==> config.mk <==
export PLATFORM = sky130hd
export DESIGN_NAME = dram_port_arbiter
export DESIGN_NICKNAME = d
export VERILOG_FILES = /design/src/rtl/dram_port_arbiter.sv
export SDC_FILE = /design/constraint.sdc
export NUM_CORES = 1
export LEC_CHECK = 0
export CAP_MARGIN = 10
export CORE_ASPECT_RATIO = 0.6
export CORE_UTILIZATION = 41
export CTS_BUF_LIST = sky130_fd_sc_hd__clkbuf_4
export DETAILED_ROUTE_END_ITERATION = 7
export PLACE_DENSITY = 0.82
export SLEW_MARGIN = 20
export SYNTH_ARGS = -nofsm -noshare
export SYNTH_HDL_FRONTEND = slang
export SYNTH_SLANG_ARGS = --single-unit
==> constraint.sdc <==
create_clock -name clk -period 2.4 [get_ports clk]
set_clock_uncertainty 0.15 [all_clocks]
set_input_delay 0.36 -clock clk [delete_from_list [all_inputs] [get_ports clk]]
set_output_delay 0.36 -clock clk [all_outputs]
set_load 0.01 [all_outputs]
==> src/rtl/dram_port_arbiter.sv <==
// Two-port round-robin arbiter in front of a single-port RAM: one access in flight,
// registered RAM controls, per-port grant / read-valid pulses and held read data.
module dram_port_arbiter #(
    parameter int ADDR_W = 9,
    parameter int DATA_W = 16
) (
    input  logic              clk,
    input  logic              rst,
    input  logic              p_req,
    input  logic              p_we,
    input  logic [ADDR_W-1:0] p_addr,
    input  logic [DATA_W-1:0] p_wdata,
    output logic              p_gnt,
    output logic              p_rvalid,
    output logic [DATA_W-1:0] p_rdata,
    input  logic              e_req,
    input  logic              e_we,
    input  logic [ADDR_W-1:0] e_addr,
    input  logic [DATA_W-1:0] e_wdata,
    output logic              e_gnt,
    output logic              e_rvalid,
    output logic [DATA_W-1:0] e_rdata,
    input  logic              e_lock,
    output logic [ADDR_W-1:0] mem_addr,
    output logic [DATA_W-1:0] mem_data,
    output logic              mem_rden,
    output logic              mem_wren,
    input  logic [DATA_W-1:0] mem_q,
    output logic              busy
);

    // state  | meaning
    // IDLE   | sample requests, latch winner into mem_* registers
    // ISSUE  | RAM enable and winner's grant are high
    // DATA   | RAM read data returns, captured into winner's rdata
    // RESP   | arms winner's rvalid pulse for the following cycle
    typedef enum logic [1:0] {
        S_IDLE  = 2'd0,
        S_ISSUE = 2'd1,
        S_DATA  = 2'd2,
        S_RESP  = 2'd3
    } state_t;

    state_t state_q, state_d;

    logic              last_e_q, last_e_d;
    logic              win_e_q, win_e_d;
    logic [ADDR_W-1:0] mem_addr_q, mem_addr_d;
    logic [DATA_W-1:0] mem_data_q, mem_data_d;
    logic              mem_rden_q, mem_rden_d;
    logic              mem_wren_q, mem_wren_d;
    logic              p_gnt_q, p_gnt_d;
    logic              e_gnt_q, e_gnt_d;
    logic              p_rvalid_q, p_rvalid_d;
    logic              e_rvalid_q, e_rvalid_d;
    logic [DATA_W-1:0] p_rdata_q, p_rdata_d;
    logic [DATA_W-1:0] e_rdata_q, e_rdata_d;

    logic elig_p, elig_e, any_elig, sel_e;

    // The lock removes the processor from arbitration; the pointer favours the port not last served.
    assign elig_p   = p_req & ~e_lock;
    assign elig_e   = e_req;
    assign any_elig = elig_p | elig_e;
    assign sel_e    = elig_e & (~elig_p | ~last_e_q);

    always_ff @(posedge clk or posedge rst) begin
        if (rst) begin
            state_q <= S_IDLE;
        end else begin
            state_q <= state_d;
        end
    end

    always_comb begin
        state_d = state_q;
        case (state_q)
            S_IDLE:  if (any_elig) state_d = S_ISSUE;
            S_ISSUE: state_d = mem_wren_q ? S_IDLE : S_DATA;
            S_DATA:  state_d = S_RESP;
            S_RESP:  state_d = S_IDLE;
            default: state_d = S_IDLE;
        endcase
    end

    always_comb begin
        last_e_d   = last_e_q;
        win_e_d    = win_e_q;
        mem_addr_d = mem_addr_q;
        mem_data_d = mem_data_q;
        mem_rden_d = 1'b0;
        mem_wren_d = 1'b0;
        p_gnt_d    = 1'b0;
        e_gnt_d    = 1'b0;
        p_rvalid_d = 1'b0;
        e_rvalid_d = 1'b0;
        p_rdata_d  = p_rdata_q;
        e_rdata_d  = e_rdata_q;
        case (state_q)
            S_IDLE: begin
                if (any_elig) begin
                    last_e_d   = sel_e;
                    win_e_d    = sel_e;
                    mem_addr_d = sel_e ? e_addr  : p_addr;
                    mem_data_d = sel_e ? e_wdata : p_wdata;
                    mem_wren_d = sel_e ? e_we    : p_we;
                    mem_rden_d = sel_e ? ~e_we   : ~p_we;
                    e_gnt_d    = sel_e;
                    p_gnt_d    = ~sel_e;
                end
            end
            S_DATA: begin
                if (win_e_q) e_rdata_d = mem_q;
                else         p_rdata_d = mem_q;
            end
            S_RESP: begin
                e_rvalid_d = win_e_q;
                p_rvalid_d = ~win_e_q;
            end
            default: ;
        endcase
    end

    // Pointer resets to "external last" so the processor wins the first tie.
    always_ff @(posedge clk or posedge rst) begin
        if (rst) begin
            last_e_q   <= 1'b1;
            win_e_q    <= 1'b0;
            mem_addr_q <= '0;
            mem_data_q <= '0;
            mem_rden_q <= 1'b0;
            mem_wren_q <= 1'b0;
            p_gnt_q    <= 1'b0;
            e_gnt_q    <= 1'b0;
            p_rvalid_q <= 1'b0;
            e_rvalid_q <= 1'b0;
            p_rdata_q  <= '0;
            e_rdata_q  <= '0;
        end else begin
            last_e_q   <= last_e_d;
            win_e_q    <= win_e_d;
            mem_addr_q <= mem_addr_d;
            mem_data_q <= mem_data_d;
            mem_rden_q <= mem_rden_d;
            mem_wren_q <= mem_wren_d;
            p_gnt_q    <= p_gnt_d;
            e_gnt_q    <= e_gnt_d;
            p_rvalid_q <= p_rvalid_d;
            e_rvalid_q <= e_rvalid_d;
            p_rdata_q  <= p_rdata_d;
            e_rdata_q  <= e_rdata_d;
        end
    end

    assign p_gnt    = p_gnt_q;
    assign e_gnt    = e_gnt_q;
    assign p_rvalid = p_rvalid_q;
    assign e_rvalid = e_rvalid_q;
    assign p_rdata  = p_rdata_q;
    assign e_rdata  = e_rdata_q;
    assign mem_addr = mem_addr_q;
    assign mem_data = mem_data_q;
    assign mem_rden = mem_rden_q;
    assign mem_wren = mem_wren_q;
    assign busy     = (state_q != S_IDLE);

endmodule
==> flow_summary_export.csv <==
group,metric,value,unit
clock_network,cts_buffer_depth,2,
critical_path,cp_max_fo,8,
yosys,yosys_warnings,0,
status,outcome,"finished, final reports clean",
critical_path,worstSetupEndpointType,"output pin",
sta,hold_viol,0,
grt,grt_pass1_wl,11.0,mm
sta,timing.fmax,447,MHz
clock_network,cts_tree,"yes",
placed_design,post-dp-hpwl,4.95,mm
job,maxCapViolCount,0,
critical_path,startpoint_type,"flop",
clock_network,hold_buffers,0,
critical_path,critPathRequiredTime,1.89,ns
sta,setup_viol,0,
pwr,comb_power_share,47.7,%
critical_path,r2r_slack,0.59,ns
layout,nets,406,
grt,grt_max_degree,68,
critical_path,r2r_end,"mem_addr[3]",
pwr,p_int,3.48,mW
grt,grt_use_total,21.1,%
detailed_routing,firstDrtPassIters,4,
sta,rsz0062_at_grt,"no",
sta,setup_slack,0.164,ns
placed_design,portBuffers,136,
pwr,p_sw,1.64,mW
layout,diodes,0,
clock_network,cts-root-buf,"clkbuf_4",
sta,tightest_slew,1.09,ns
yosys,synth_nets,265,
critical_path,reg2reg_depth,3,
die,ioPinCount,137,
detailed_routing,routed_wl,6.84,mm
yosys,ys_seq_area_share,61.7,%
clock_network,clk_pin_slew,0.11,ns
sta,period_share,93.2,%
detailed_routing,ant_nets,0,
pwr,seq_power_share,39.0,%
placed_design,gp_congestion,0.828,
detailed_routing,drcViolationCount,0,
clock_network,cts_num_sinks,67,
yosys,postSynthCellCount,192,
die,die_w,107,µm
clock_network,htree_num_levels,3,
layout,syn_to_final_growth,57.8,%
pwr,power_frac_clock,13.3,%
layout,layout-drive-gt1-share,13.1,%
layout,layout_commonest_cell,"clkdlybuf4s50_1",
detailed_routing,wire_per_inst,16.2,µm
layout,final_cell_mix,"clkdlybuf4s50_1, dfrtp_1, and3_1",
sta,drv_slew,0,
yosys,yosysUniqueCellTypes,25,
critical_path,cp_data_arrival_time,1.73,ns
detailed_routing,routed-via-count,2142,
clock_network,ctsResizeCount,0,
yosys,syn_area,0.00272,mm²
die,coreArea,0.00625,mm²
critical_path,r2r_start,"state_q[0]",
sta,slew_headroom,27.7,%
pwr,vdd_drop_max,0.541,mV
pwr,leakagePower,1.89,nW
clock_network,clock_latency,0.38,ns
yosys,synth_seq_cells,67,
critical_path,crit_type,"flop to output pin",
die,die-area,0.00697,mm²
sta,tns,0,ns
clock_network,postCtsSetupRepairBufs,0,
pwr,cellPowerDensity,1190,mW/mm²
pwr,swShare,32.0,%
detailed_routing,vias_per_cell,5.09,
die,start_util,43.5,%
min_path,min-delay-path-class,"input pin to asynchronous set/reset pin",
placed_design,pre_cts_slack,0.0264,ns
sta,fin_crit,2.24,ns
die,fp-row-count,22,
die,die_h,65.1,µm
clock_network,cts_made_buffers,9,
grt,gr-total-overflow,0,
detailed_routing,drt_iter0_drc,89,
grt,grt_pass1_vias,2153,
grt,grt_antenna_before_repair,0,
yosys,syn_area_per_cell,14.2,µm²
==> final cells by class <==
cell class              count  area [µm²]
multi-input cells         111         955
fillers                   477        1960
inverters                   2        7.51
repair buffers            142        1420
flip-flops and latches     67        1680
clock inverters             6        57.6
clock buffers               9        67.6
well taps                  84         105
==> worst max-delay path, stage by stage (launching register included) <==
cell and delay, ns:
dfrtp_1 0.50, nor2_2 0.24, inv_1 0.11, clkdlybuf4s50_1 0.49
==> registers in the layout, summed over array words and instances, names as in the netlist, named ones only <==
name and flops:
e_rdata 16, mem_data 16, p_rdata 16, mem_addr 9, e_gnt 1, e_rvalid 1, last_e_q 1, mem_rden 1
mem_wren 1, p_gnt 1, p_rvalid 1, state_q 1, win_e_q 1
==> cells in the mapped netlist (all sizes together) <==
cell    count  area (µm²)
dfrtp      66        1650
mux2       32         360
and3       27         169
a221o      25         250
buf        10        73.8
nand2       5        18.8
nor2        5        23.8
nand3b      4        30.0
a21oi       2        10.0
clkbuf      2        7.51
inv         2        7.51
nand2b      2        12.5
nand3       2        10.0
a21o        1        7.51
and2        1        6.26
dfstp       1        26.3
mux2i       1        10.0
nor2b       1        8.76
nor3        1        5.00
nor4b       1        23.8
o21ai       1        5.00
==> worst max path at each step <==
| stage | slack [ns] | endpoint | depth (start not counted) | from |
|---|---|---|---|---|
| 4_1_cts | 0.13 | busy | 3 | state_q[0] |
| 2_1_floorplan | 0.21 | asynchronous set/reset pin | 1 | rst |
| 3_5_place_dp | 0.03 | mem_data[14] | 4 | e_lock |
| 5_1_grt | 0.02 | busy | 3 | state_q[0] |
| 3_3_place_gp | 0.11 | mem_data[9] | 4 | e_lock |
| 6_report | 0.16 | busy | 3 | state_q[0] |
==> layer usage <==
layer,global-route usage [%],part of all wire (%),vias up
met5,0,0,-
met4,7.36,1.3,0
met3,5.33,6.6,11
met2,32.2,46,90
met1,29.3,46,1038
li1,-,-,1003
==> kinds of logic (layout without fill, tap and decap cells) <==
family / Yosys count / after routing / share of synthesized area [%]
compound gates: 29 / 29 / 10.0
simple gates: 49 / 49 / 11.3
buf+inv: 14 / 159 / 3.27
flops: 67 / 67 / 61.7
mux: 33 / 33 / 13.6
==> power by group through the flow <==
stage	sequential (mW)	combinational (mW)	clock, mW
after detailed placement	2.02	2.47	0
final	2.00	2.44	0.681
after floorplan	2.20	0.920	0
after global routing	2.07	2.61	0.768
after CTS	2.00	2.47	0.713
after global placement	1.99	2.40	0
==> through the flow <==
step / instances / hold slack, ns / total power [mW] / util (%) / area (µm²)
after floorplan: 192 / 0.309 / 3.12 / - / 2720
after global placement: 406 / 0.316 / 4.40 / 66.6 / 4160
after detailed placement: 406 / 0.324 / 4.48 / 66.6 / 4160
after CTS: 421 / 0.197 / 5.18 / 68.6 / 4290
after global routing: 421 / 0.210 / 5.44 / 68.6 / 4290
final: 421 / 0.210 / 5.12 / 68.6 / 4290
(Power assumes the default switching activity.)
